<file path="config.mk">
export PLATFORM = sky130hd
export DESIGN_NAME = std_mem_d1_arbiter_flat
export DESIGN_NICKNAME = d
export VERILOG_FILES = /design/src/rtl/std_mem_d1_arb_pkg.sv /design/src/rtl/std_mem_d1_arbiter_if.sv /design/src/rtl/std_mem_d1_arbiter_rr_arbiter.sv /design/src/rtl/std_mem_d1_arbiter.sv /design/src/flat_wrapper.sv
export SDC_FILE = /design/constraint.sdc
export NUM_CORES = 1
export LEC_CHECK = 0
export ABC_CLOCK_PERIOD_IN_PS = 4750
export CAP_MARGIN = 0
export CORE_UTILIZATION = 41
export CTS_CLUSTER_DIAMETER = 40
export DETAILED_ROUTE_END_ITERATION = 10
export GPL_TIMING_DRIVEN = 0
export PLACE_DENSITY = 0.92
export SYNTH_ARGS = -nofsm -noshare
export SYNTH_HDL_FRONTEND = slang
export SYNTH_HIERARCHICAL = 1
export SYNTH_SLANG_ARGS = --single-unit
</file>
<file path="constraint.sdc">
create_clock -name clk -period 4.75 [get_ports clk]
set_input_delay 0.95 -clock clk [delete_from_list [all_inputs] [get_ports clk]]
set_output_delay 0.95 -clock clk [all_outputs]
set_load 0.02 [all_outputs]
</file>
<file path="src/rtl/std_mem_d1_arb_pkg.sv">
// Shared types and helpers for the std_mem_d1 round-robin arbiter.
// Optional bounds checking is enabled by STD_MEM_D1_ARB_BOUNDS_CHECK_EN.
package std_mem_d1_arb_pkg;

  localparam int MAX_REQ = 8;
  localparam int RIDX_W  = 3;

  typedef enum logic [0:0] {
    IDLE,
    WAIT_DONE
  } state_e;

  function automatic logic [RIDX_W-1:0] oh2idx(
    input logic [MAX_REQ-1:0] oh
  );
    logic [RIDX_W-1:0] idx;
    idx = '0;
    for (int i = 0; i < MAX_REQ; i++) begin
      if (oh[i]) idx |= RIDX_W'(i);
    end
    return idx;
  endfunction

endpackage

</file>
<file path="src/rtl/std_mem_d1_arbiter_if.sv">
// Requester-side request/response bundle of the std_mem_d1 arbiter.
// The arbiter is the slave; the requesters form the master side.
interface std_mem_d1_arbiter_if #(
  parameter int WIDTH    = 32,
  parameter int IDX_SIZE = 4,
  parameter int NUM_REQ  = 2
) ();

  logic [NUM_REQ-1:0]          req_valid;
  logic [NUM_REQ-1:0]          req_ready;
  logic [NUM_REQ-1:0]          req_we;
  logic [NUM_REQ*IDX_SIZE-1:0] req_addr;
  logic [NUM_REQ*WIDTH-1:0]    req_wdata;
  logic [NUM_REQ-1:0]          rsp_valid;
  logic [WIDTH-1:0]            rsp_rdata;
  logic                        rsp_err;
  logic                        busy;

  modport slave (
    input  req_valid, req_we,
    input  req_addr, req_wdata,
    output req_ready, rsp_valid,
    output rsp_rdata, rsp_err, busy
  );

  modport master (
    output req_valid, req_we,
    output req_addr, req_wdata,
    input  req_ready, rsp_valid,
    input  rsp_rdata, rsp_err, busy
  );

endinterface

</file>
<file path="src/rtl/std_mem_d1_arbiter_rr_arbiter.sv">
// Combinational round-robin grant: first request at or above ptr_i,
// wrapping modulo N; en_i low suppresses every grant.
module rr_arbiter
  import std_mem_d1_arb_pkg::*;
#(
  parameter int N = 2
) (
  input  logic [N-1:0]      req_i,
  input  logic [RIDX_W-1:0] ptr_i,
  input  logic              en_i,
  output logic [N-1:0]      grant_o,
  output logic [RIDX_W-1:0] grant_idx_o
);

  int   pos;
  logic found;

  always_comb begin
    grant_o = '0;
    found   = 1'b0;
    pos     = 0;
    for (int k = 0; k < N; k++) begin
      pos = int'(ptr_i) + k;
      if (pos >= N) pos -= N;
      for (int j = 0; j < N; j++) begin
        if (!found && en_i && req_i[j] && pos == j) begin
          grant_o[j] = 1'b1;
          found      = 1'b1;
        end
      end
    end
  end

  assign grant_idx_o = oh2idx(MAX_REQ'(grant_o));

endmodule

</file>
<file path="src/rtl/std_mem_d1_arbiter.sv">
// Round-robin sharing of one single-port std_mem_d1 among NUM_REQ requesters.
// Define STD_MEM_D1_ARB_BOUNDS_CHECK_EN to reject addresses >= SIZE.
module std_mem_d1_arbiter
  import std_mem_d1_arb_pkg::*;
#(
  parameter int WIDTH    = 32,
  parameter int SIZE     = 16,
  parameter int IDX_SIZE = 4,
  parameter int NUM_REQ  = 2
) (
  input  logic                clk,
  input  logic                reset_n,
  std_mem_d1_arbiter_if.slave req_if,
  output logic [IDX_SIZE-1:0] mem_addr0,
  output logic [WIDTH-1:0]    mem_write_data,
  output logic                mem_write_en,
  input  logic [WIDTH-1:0]    mem_read_data,
  input  logic                mem_done
);

  localparam logic [RIDX_W-1:0] LAST = RIDX_W'(NUM_REQ - 1);

  if (NUM_REQ < 2 || NUM_REQ > MAX_REQ ||
      SIZE > (1 << IDX_SIZE)) begin : g_bad_cfg
    $error("std_mem_d1_arbiter: bad parameters");
  end

  state_e              state_q, state_d;
  logic [RIDX_W-1:0]   rr_ptr_q, rr_ptr_d;
  logic [NUM_REQ-1:0]  rsp_valid_q, rsp_valid_d;
  logic [WIDTH-1:0]    rsp_rdata_q, rsp_rdata_d;
  logic                rsp_err_q, rsp_err_d;
  logic [IDX_SIZE-1:0] wr_addr_q, wr_addr_d;
  logic [WIDTH-1:0]    wr_data_q, wr_data_d;
  logic [NUM_REQ-1:0]  wr_oh_q, wr_oh_d;

  logic [NUM_REQ-1:0]  grant;
  logic [RIDX_W-1:0]   grant_idx;
  logic [RIDX_W-1:0]   ptr_nxt;
  logic                arb_en;
  logic                accept;
  logic                g_we;
  logic                g_err;
  logic [IDX_SIZE-1:0] g_addr;
  logic [WIDTH-1:0]    g_wdata;

  assign arb_en = reset_n && (state_q == IDLE);

  rr_arbiter #(.N(NUM_REQ)) u_rr (
    .req_i       (req_if.req_valid),
    .ptr_i       (rr_ptr_q),
    .en_i        (arb_en),
    .grant_o     (grant),
    .grant_idx_o (grant_idx)
  );

  assign accept  = |grant;
  assign g_we    = |(req_if.req_we & grant);
  assign ptr_nxt = (grant_idx == LAST) ? '0
                 : grant_idx + 1'b1;

  always_comb begin
    g_addr  = '0;
    g_wdata = '0;
    for (int i = 0; i < NUM_REQ; i++) begin
      if (grant[i]) begin
        g_addr  = req_if.req_addr[i*IDX_SIZE +: IDX_SIZE];
        g_wdata = req_if.req_wdata[i*WIDTH +: WIDTH];
      end
    end
  end

`ifdef STD_MEM_D1_ARB_BOUNDS_CHECK_EN
  localparam logic [IDX_SIZE:0] SIZE_W = (IDX_SIZE+1)'(SIZE);
  assign g_err = ({1'b0, g_addr} >= SIZE_W);
`else
  assign g_err = 1'b0;
`endif

  always_comb begin
    state_d        = state_q;
    rr_ptr_d       = rr_ptr_q;
    rsp_valid_d    = '0;
    rsp_rdata_d    = rsp_rdata_q;
    rsp_err_d      = 1'b0;
    wr_addr_d      = wr_addr_q;
    wr_data_d      = wr_data_q;
    wr_oh_d        = wr_oh_q;
    mem_addr0      = g_addr;
    mem_write_data = g_wdata;
    mem_write_en   = 1'b0;
    unique case (state_q)
      IDLE: begin
        if (accept) begin
          rr_ptr_d = ptr_nxt;
          // rejected accesses answer at once and never touch memory
          if (g_err) begin
            rsp_valid_d = grant;
            rsp_rdata_d = '0;
            rsp_err_d   = 1'b1;
          end else if (g_we) begin
            mem_write_en = 1'b1;
            state_d      = WAIT_DONE;
            wr_addr_d    = g_addr;
            wr_data_d    = g_wdata;
            wr_oh_d      = grant;
          end else begin
            rsp_valid_d = grant;
            rsp_rdata_d = mem_read_data;
          end
        end
      end
      WAIT_DONE: begin
        mem_addr0      = wr_addr_q;
        mem_write_data = wr_data_q;
        if (mem_done) begin
          rsp_valid_d = wr_oh_q;
          state_d     = IDLE;
        end
      end
    endcase
  end

  always_ff @(posedge clk) begin
    if (!reset_n) begin
      state_q     <= IDLE;
      rr_ptr_q    <= '0;
      rsp_valid_q <= '0;
      rsp_rdata_q <= '0;
      rsp_err_q   <= 1'b0;
      wr_addr_q   <= '0;
      wr_data_q   <= '0;
      wr_oh_q     <= '0;
    end else begin
      state_q     <= state_d;
      rr_ptr_q    <= rr_ptr_d;
      rsp_valid_q <= rsp_valid_d;
      rsp_rdata_q <= rsp_rdata_d;
      rsp_err_q   <= rsp_err_d;
      wr_addr_q   <= wr_addr_d;
      wr_data_q   <= wr_data_d;
      wr_oh_q     <= wr_oh_d;
    end
  end

  assign req_if.req_ready = grant;
  assign req_if.rsp_valid = rsp_valid_q;
  assign req_if.rsp_rdata = rsp_rdata_q;
  assign req_if.rsp_err   = rsp_err_q;
  assign req_if.busy      = (state_q == WAIT_DONE);

endmodule

</file>
<file path="src/flat_wrapper.sv">
// flat-port wrapper written by rule: the top's interface ports become plain ports
module std_mem_d1_arbiter_flat import std_mem_d1_arb_pkg::*;
#(
  parameter int WIDTH    = 32,
  parameter int SIZE     = 16,
  parameter int IDX_SIZE = 4,
  parameter int NUM_REQ  = 2
)
  (clk, reset_n, mem_addr0, mem_write_data, mem_write_en, mem_read_data, mem_done, req_if_req_valid, req_if_req_we, req_if_req_addr, req_if_req_wdata, req_if_req_ready, req_if_rsp_valid, req_if_rsp_rdata, req_if_rsp_err, req_if_busy);
  std_mem_d1_arbiter_if #(.WIDTH(WIDTH), .IDX_SIZE(IDX_SIZE), .NUM_REQ(NUM_REQ)) req_if_i ();
  input  logic clk;
  input  logic reset_n;
  output logic [IDX_SIZE-1:0] mem_addr0;
  output logic [WIDTH-1:0] mem_write_data;
  output logic mem_write_en;
  input  logic [WIDTH-1:0] mem_read_data;
  input  logic mem_done;
  input wire logic [$bits(req_if_i.req_valid)-1:0] req_if_req_valid;
  input wire logic [$bits(req_if_i.req_we)-1:0] req_if_req_we;
  input wire logic [$bits(req_if_i.req_addr)-1:0] req_if_req_addr;
  input wire logic [$bits(req_if_i.req_wdata)-1:0] req_if_req_wdata;
  output wire logic [$bits(req_if_i.req_ready)-1:0] req_if_req_ready;
  output wire logic [$bits(req_if_i.rsp_valid)-1:0] req_if_rsp_valid;
  output wire logic [$bits(req_if_i.rsp_rdata)-1:0] req_if_rsp_rdata;
  output wire logic [$bits(req_if_i.rsp_err)-1:0] req_if_rsp_err;
  output wire logic [$bits(req_if_i.busy)-1:0] req_if_busy;
  assign req_if_i.req_valid = req_if_req_valid;
  assign req_if_i.req_we = req_if_req_we;
  assign req_if_i.req_addr = req_if_req_addr;
  assign req_if_i.req_wdata = req_if_req_wdata;
  assign req_if_req_ready = req_if_i.req_ready;
  assign req_if_rsp_valid = req_if_i.rsp_valid;
  assign req_if_rsp_rdata = req_if_i.rsp_rdata;
  assign req_if_rsp_err = req_if_i.rsp_err;
  assign req_if_busy = req_if_i.busy;
  std_mem_d1_arbiter #(.WIDTH(WIDTH), .SIZE(SIZE), .IDX_SIZE(IDX_SIZE), .NUM_REQ(NUM_REQ)) u_core (.clk(clk), .reset_n(reset_n), .req_if(req_if_i), .mem_addr0(mem_addr0), .mem_write_data(mem_write_data), .mem_write_en(mem_write_en), .mem_read_data(mem_read_data), .mem_done(mem_done));
endmodule
</file>
==> results_dict.tcl <==
set metrics [dict create \
    outcome "finished, violations left" \
    violations "DRC" \
    io_buffers 184 \
    max_freq_mhz 219 \
    dpl.hpwl_um 8890 \
    holdPathEnd "u_core/req_if.rsp_rdata[0]$_SDFFE_PN0P_" \
    num-fill-cells 674 \
    drt_iter0_markers 130 \
    track_usage_pct 23.5 \
    grt_start_max_net_pins 15 \
    whs_path_depth 2 \
    coreArea_um2 8850 \
    crit_top_cell "buf_4" \
    setup_viol 0 \
    crit_slowest_cell "ha_1" \
    min_from "u_core/req_if.rsp_rdata[0]$_SDFFE_PN0P_" \
    tritoncts "done" \
    synth.distinct_cells 41 \
    syn_area_um2 3820 \
    cts-buffers-inserted 9 \
    cts.root.buffer_cell "clkbuf_8" \
    setup_ws_ns 0.187 \
    htree_levels 3 \
    maxCapViolCount 0 \
    vdd_drop_max_mv 0.303 \
    pin_count 186 \
    min_path_type "flip-flop to flip-flop" \
    core.rowCount 34 \
    overflow 0 \
    postCtsHoldBufs 0 \
    rsz0062_at_grt "true" \
    ys_seq_elements 76 \
    cts.path.max_buffers 2 \
    gr-usage-met3_pct 7.87 \
    gp_congestion 0.753 \
    antenna_left 0 \
    antenna_found_initial 0 \
    vias_per_cell 5.36 \
    final_max_slew_viol_count 0 \
    arrival_ns 3.61 \
    cp-end-kind "output pin" \
    nets 726 \
    first_global_vias 3891 \
    post-route-period-util_pct 96.1 \
    period_minus_slack_ns 4.56 \
    syn_to_final_growth_pct 61.6 \
    skew_ns 0.0116 \
    cellLeakagePower_nw 2.47 \
    die_w_um 98.5 \
    clock_latency_ns 0.34 \
    die_area_um2 9700 \
    setup_tns_ns 0 \
    diodes 0 \
    worstRegToRegCells 13 \
    cp-startpoint "u_core/rr_ptr_q[1]$_SDFFE_PN0P_" \
    power_density_nw_per_um2 474 \
    path_cells "inv_1 > ha_1 > ha_4 > and4b_1 > a2111oi_4 > a22oi_2 > o21ai_2 > buf_4 > nor2b_1 > buf_2 > buf_4 > a22oi_1 > a21oi_1 > dlygate4sd2_1" \
    drive_above_1_share_pct 16.9 \
    worstPathRequired_ns 3.80 \
    timing.rr.start "u_core/rr_ptr_q[1]$_SDFFE_PN0P_" \
    hold_viol 0 \
    cp_max_fo 10 \
    grt_pass1_wl_um 18300 \
    slew_headroom_pct 63.4 \
    clock-sinks 76 \
    met2_usage_pct 43.0 \
    r2r-end "u_core/req_if.rsp_rdata[24]$_SDFFE_PN0P_" \
    dp_slack_ns -0.546 \
    wl_per_cell_um 16.3 \
    multi_input_area_um2 2160 \
    startpoint_type "flip-flop" \
    path_class "flip-flop to output pin" \
    start_util_pct 43.1 \
    gr-usage-met1_pct 24.6 \
    postSynthCellCount 414 \
    clkTransAtPathRegs_ns 0.09 \
    seqCellArea_um2 1520 \
    critPathMaxStageDelay_ns 0.40 \
    rrSetupSlack_ns 1.65 \
    p_total_mw 2.92 \
    dr_total_vias 3888 \
    drt_wl_total_um 11800 \
    yosysSeqAreaShare_pct 39.9 \
    tightest_slew_ns 0.549 \
    yosysWarnings 6 \
    route.detailed.drc 14 \
    drtPass1Iterations 7 \
    grt_busiest_layer "met2" \
    postSynthAreaPerCell_um2 9.22 \
    die_h_um 98.5 \
]
## stage by stage
step	utilization [%]	hold WS [ns]	instance area, um^2	instances
floorplan	-	0.433	3820	415
global placement	65.5	0.441	5800	707
detailed placement	65.5	0.449	5800	707
CTS	68.3	0.462	6040	725
global route	69.7	0.482	6170	725
finish	69.7	0.463	6170	725
## cells by family after synthesis
logic type | after synthesis | share of synthesized area (%)
multiplexers | 33 | 8.69
XOR/XNOR | 2 | 0.459
flip-flops | 76 | 39.9
buffers and inverters | 44 | 7.08
other | 2 | 0.197
adder cells (fa/ha/maj) | 3 | 0.984
AO/OA/AOI/OAI | 131 | 29.5
AND/OR/NAND/NOR | 123 | 13.2
## final cells by class
| cell class | instances | share of cell area (%) |
|---|---|---|
| repair buffers | 186 | 29.6 |
| flip-flops and latches | 76 | 24.7 |
| inverters | 6 | 0.365 |
| clock inverters | 7 | 2.01 |
| multi-input cells | 295 | 34.9 |
| plain buffers | 38 | 4.16 |
| clock buffers | 9 | 2.01 |
| well taps | 108 | 2.19 |
## placed cells by master (no fill, tap or decap), types with 5 or more instances in the layout
cell	netlist	routed
nand2_1	68	68
dfxtp_1	76	74
buf_4	8	13
o2bb2ai_2	30	30
mux2i_1	32	32
dlygate4sd2_1	0	32
clkbuf_1	11	10
inv_1	5	5
a22oi_2	1	16
a22oi_1	37	22
buf_2	9	6
nand3_1	7	7
nor2_1	39	39
a21oi_1	42	42
clkdlybuf4s50_1	0	148
o2bb2ai_1	6	6
clkbuf_8	0	9
## report_power, final
group	internal, mW	switching, mW	leakage [nW]	total (mW)
sequential	0.732	0.0664	0.617	0.799
clock	0.354	0.251	0.125	0.604
combinational	0.674	0.846	1.73	1.52
## flip-flops by register name (all words and copies together), names as in the netlist
name	count
u_core/req_if.rsp_rdata	32
u_core/wr_data_q	32
u_core/req_if.busy	1
u_core/wr_addr_q	4
u_core/wr_oh_q	2
u_core/rr_ptr_q	3
u_core/req_if.rsp_valid	2
## synth_stat cells, drive strengths merged
master   instances  area, um^2
nor4b            1        8.76
mux2i           32         320
nor2b            2        12.5
ha               3        37.5
o2bb2ai         36         503
nand3b           1        7.51
xnor2            1        8.76
a2111oi          1        10.0
a211oi           2        15.0
a21oi           43         226
and4b            1        10.0
o211ai           1        7.51
and2             1        6.26
nor2            39         146
a211o            1        8.76
or3b             1        8.76
buf             27         206
o21ai            6        30.0
xor2             1        8.76
nand3            7        35.0
o2111ai          1        8.76
and2b            1        7.51
a22o             1        10.0
a22oi           38         290
mux2             1        11.3
clkbuf          11        41.3
dfxtp           76        1520
conb             2        7.51
o21ba            1        16.3
nand2           69         262
inv              6        22.5
## repair_timing
| item | 4_1_cts | 5_1_grt |
|---|---|---|
| buffers inserted | 2 | 0 |
| pin swaps | 2 | 1 |
| gates resized for setup | 41 | 25 |
| endpoints found under the setup margin | 37 | 36 |
## how the worst max path moves through the flow
stage | to | depth (start not counted)
finish | mem_write_data[5] | 14
global route | mem_write_data[8] | 14
CTS | mem_write_data[31] | 13
detailed placement | mem_write_data[14] | 11
global placement | mem_write_data[24] | 11
floorplan | mem_write_data[10] | 12
## critical path, delay by kind of cell, from the launching register on
family / cells / cell delay [ns]
buffers and inverters: 5 / 1.02
AOI/OAI and AO/OA: 5 / 1.01
adders and majority gates: 2 / 0.59
DFF: 1 / 0.38
and+or+nand+nor: 2 / 0.27
## routing by layer
| metal | up-vias | part of all wire (%) |
|---|---|---|
| li1 | 1880 | - |
| met1 | 1824 | 39 |
| met2 | 159 | 49 |
| met3 | 25 | 9.0 |
| met4 | 0 | 2.3 |
| met5 | - | 0 |
Note: power is estimated with default switching activity, not from simulation.
==> variant (same settings) <==
`NUM_REQ` is set to 2 in 3 places; all go to 4.
--- a/src/rtl/std_mem_d1_arbiter_if.sv
+++ b/src/rtl/std_mem_d1_arbiter_if.sv
@@ -3,7 +3,7 @@
 interface std_mem_d1_arbiter_if #(
   parameter int WIDTH    = 32,
   parameter int IDX_SIZE = 4,
-  parameter int NUM_REQ  = 2
+  parameter int NUM_REQ  = 4
 ) ();
 
   logic [NUM_REQ-1:0]          req_valid;
--- a/src/rtl/std_mem_d1_arbiter.sv
+++ b/src/rtl/std_mem_d1_arbiter.sv
@@ -6,7 +6,7 @@
   parameter int WIDTH    = 32,
   parameter int SIZE     = 16,
   parameter int IDX_SIZE = 4,
-  parameter int NUM_REQ  = 2
+  parameter int NUM_REQ  = 4
 ) (
   input  logic                clk,
   input  logic                reset_n,
--- a/src/flat_wrapper.sv
+++ b/src/flat_wrapper.sv
@@ -4,7 +4,7 @@
   parameter int WIDTH    = 32,
   parameter int SIZE     = 16,
   parameter int IDX_SIZE = 4,
-  parameter int NUM_REQ  = 2
+  parameter int NUM_REQ  = 4
 )
   (clk, reset_n, mem_addr0, mem_write_data, mem_write_en, mem_read_data, mem_done, req_if_req_valid, req_if_req_we, req_if_req_addr, req_if_req_wdata, req_if_req_ready, req_if_rsp_valid, req_if_rsp_rdata, req_if_rsp_err, req_if_busy);
   std_mem_d1_arbiter_if #(.WIDTH(WIDTH), .IDX_SIZE(IDX_SIZE), .NUM_REQ(NUM_REQ)) req_if_i ();
Interface: changed (6 resized); port bits go from 186 to 266. The function was not compared with the original's and may differ.
==> variant against the unedited design <==
Largest cell class unchanged; sequential share of layout area is 5.4 points lower; wire length is 64% higher; largest power group unchanged; area after synthesis is 25% higher; clock power is 25% higher; worst setup slack worse by 0.13 ns; power is 39% higher; utilization is 5.2 points higher; design area is 34% higher; sequential cell count is 4 higher; combinational power is 58% higher.
==> variant: results (changes against the unedited design) <==
status:
  run_status: "finished, final reports clean"
min_path:
  min-delay-start: "u_core/wr_data_q[16]$_SDFFE_PN0P_"
  hold-path-cell-count: 2  # unchanged
  holdCritPathClass: "register to register"
  holdPathEnd: "u_core/wr_data_q[16]$_SDFFE_PN0P_"
synthesis:
  synth.mux.area_fraction_pct: 0.6319  # -8.1 points
  post_synth_main_area_contributors: "sky130_fd_sc_hd__dfxtp_1, sky130_fd_sc_hd__nand2_1, sky130_fd_sc_hd__a221oi_1"
  yosys_warnings: 6  # unchanged
  postSynth.asyncResetShare_pct: 0  # unchanged
  synth_adder_area_share_pct: 0.2633  # -0.72 points
  synth_nets: 807
  synth-compound-area-share_pct: 26.91  # -2.6 points
  post_synth_num_cell_types: 48  # +17%
  synth_sequential_area_ratio_pct: 33.70  # -6.2 points
  synth-xor-area-share_pct: 0  # -0.46 points
  synth.top_cells.by_count: "sky130_fd_sc_hd__nand2_1, sky130_fd_sc_hd__dfxtp_1, sky130_fd_sc_hd__nor2_1, sky130_fd_sc_hd__nor2b_1, sky130_fd_sc_hd__o21ai_0"
detailed_routing:
  detailedRoute.firstPassIterationCount: 6  # -1
  final_routed_wirelength_across_all_metal_layers_um: 19410  # +64%
  post_drt_via_cell_ratio: 5.811  # +8.4%
  number_of_design_rule_violations_left_by_the_first_detailed_router_iteration: 542  # +320%
power:
  p_leak_nw: 3.060  # +24%
  vdd_drop_max_mv: 0.3791  # +25%
global_route:
  first_global_vias: 5864  # +51%
  maximum_number_of_pins_on_one_net_before_global_route_repair: 20  # +5
  grtUsageTotal_pct: 30.96  # +7.4 points
  grt_first_pass_wirelength_um: 28720  # +57%
  initial_antenna_violation_count: 0  # unchanged
cts:
  clk_pin_slew_worst_paths_ns: 0.06  # -0.03 ns
  htree_levels: 3  # unchanged
  clk_root_buffer_cell: "sky130_fd_sc_hd__clkbuf_16"
  worst_skew_pair.late_latency_ns: 0.32  # -0.02 ns
  cts-root-to-sink-buffers: 2  # unchanged
  tritoncts.num_buffers: 9  # unchanged
cells_and_area:
  post_route_cells_drive_above_1_share_pct: 18.53  # +1.7 points
  antenna_cells: 0  # unchanged
  n_fill_cell: 804  # +19%
  finalNetCount: 1084  # +49%
setup_path:
  arrival_ns: 3.75  # +0.14 ns
  r2r-start: "u_core/req_if.busy$_SDFF_PN0_"
  worstRegToRegCells: 15  # +2
  critPathMaxFanout: 19  # +9
  rrSetupSlack_ns: 1.00  # -0.65 ns
  worst_flop_to_flop_path_endpoint: "u_core/wr_data_q[5]$_SDFFE_PN0P_"
placed_design:
  gp_routability_congestion: 0.9147  # +22%
  place.port_buffers: 263  # +43%
  post-dp-hpwl_um: 14250  # +60%
  post-place-ws_ns: -1.107  # -0.5613 ns
sta:
  worst_slew_pin_slew_ns: 1.064  # +0.5146 ns
  fin_worst_skew_ns: 0.006399  # -0.005177 ns
==> variant: metrics by stage <==
stage	std cells	utilization (%)	area [µm²]	hold slack (ns)
6_report	1041	74.87	8294	0.4567
5_1_grt	1041	74.87	8294	0.4693
4_1_cts	1036	74.19	8219	0.4552
3_5_place_dp	1022	70.36	7795	0.4468
3_3_place_gp	1022	70.36	7795	0.4403
2_1_floorplan	619	-	4987	0.4353
==> variant: where the power goes <==
part | switching [W] | internal (W)
Combinational | 0.00138 | 0.00102
Sequential | 0.0000847 | 0.000811
Clock | 0.000291 | 0.000466
==> variant: worst max-delay path, cell delays in order <==
cell and delay, ns:
sky130_fd_sc_hd__clkdlybuf4s50_1 0.52, sky130_fd_sc_hd__or2b_2 0.30, sky130_fd_sc_hd__nand3_1 0.14, sky130_fd_sc_hd__a22oi_1 0.12, sky130_fd_sc_hd__nor2_1 0.20, sky130_fd_sc_hd__nor2b_2 0.10, sky130_fd_sc_hd__buf_4 0.15, sky130_fd_sc_hd__or4_4 0.54
sky130_fd_sc_hd__o211ai_4 0.12, sky130_fd_sc_hd__buf_8 0.21, sky130_fd_sc_hd__inv_1 0.06, sky130_fd_sc_hd__dlygate4sd2_1 0.32
==> variant: metal layers <==
| metal | vias to the layer above | track usage, % | share of wire (%) |
|---|---|---|---|
| met3 | 47 | 9.603 | 10 |
| li1 | 2821 | - | - |
| met4 | 0 | 12.29 | 3.1 |
| met5 | - | 0 | 0 |
| met1 | 2864 | 35.43 | 38 |
| met2 | 317 | 53.55 | 49 |
==> variant: logic make-up (layout without fill, tap and decap cells) <==
group | Yosys count | count (layout)
AO/OA/AOI/OAI | 169 | 169
flip-flops | 80 | 80
buffers and inverters | 65 | 347
multiplexers | 3 | 3
AND/OR/NAND/NOR | 299 | 299
other | 2 | 2
adder cells (fa/ha/maj) | 1 | 1
==> variant: worst max-delay path by stage <==
stage	startpoint	to	slack [ns]	depth (start not counted)
after floorplan	reset_n	mem_addr0[1]	0.04	12
after detailed placement	reset_n	mem_write_data[29]	-1.11	12
after CTS	req_if_req_valid[0]	mem_write_data[29]	-0.1	12
after global routing	req_if_req_valid[2]	mem_write_data[5]	-0.09	12
after global placement	reset_n	mem_write_en	-1.02	14
final	req_if_req_valid[0]	mem_write_en	0.05	12
==> variant: area by class of cell <==
type	instances	share of cell area (%)
plain buffers	58	4.224
clock inverters	7	1.222
clock buffers	9	2.715
repair buffers	269	30.49
well taps	140	2.112
inverters	4	0.1810
flip-flops and latches	80	19.32
multi-input cells	474	39.73
==> variant: repair_timing <==
action / CTS / global route
pin swaps: 0 / 2
gates cloned: 0 / 0
resized for setup: 99 / 120
buffers inserted: 1 / 5
endpoints found under the hold margin: 0 / 0
endpoints found under the setup margin: 37 / 37
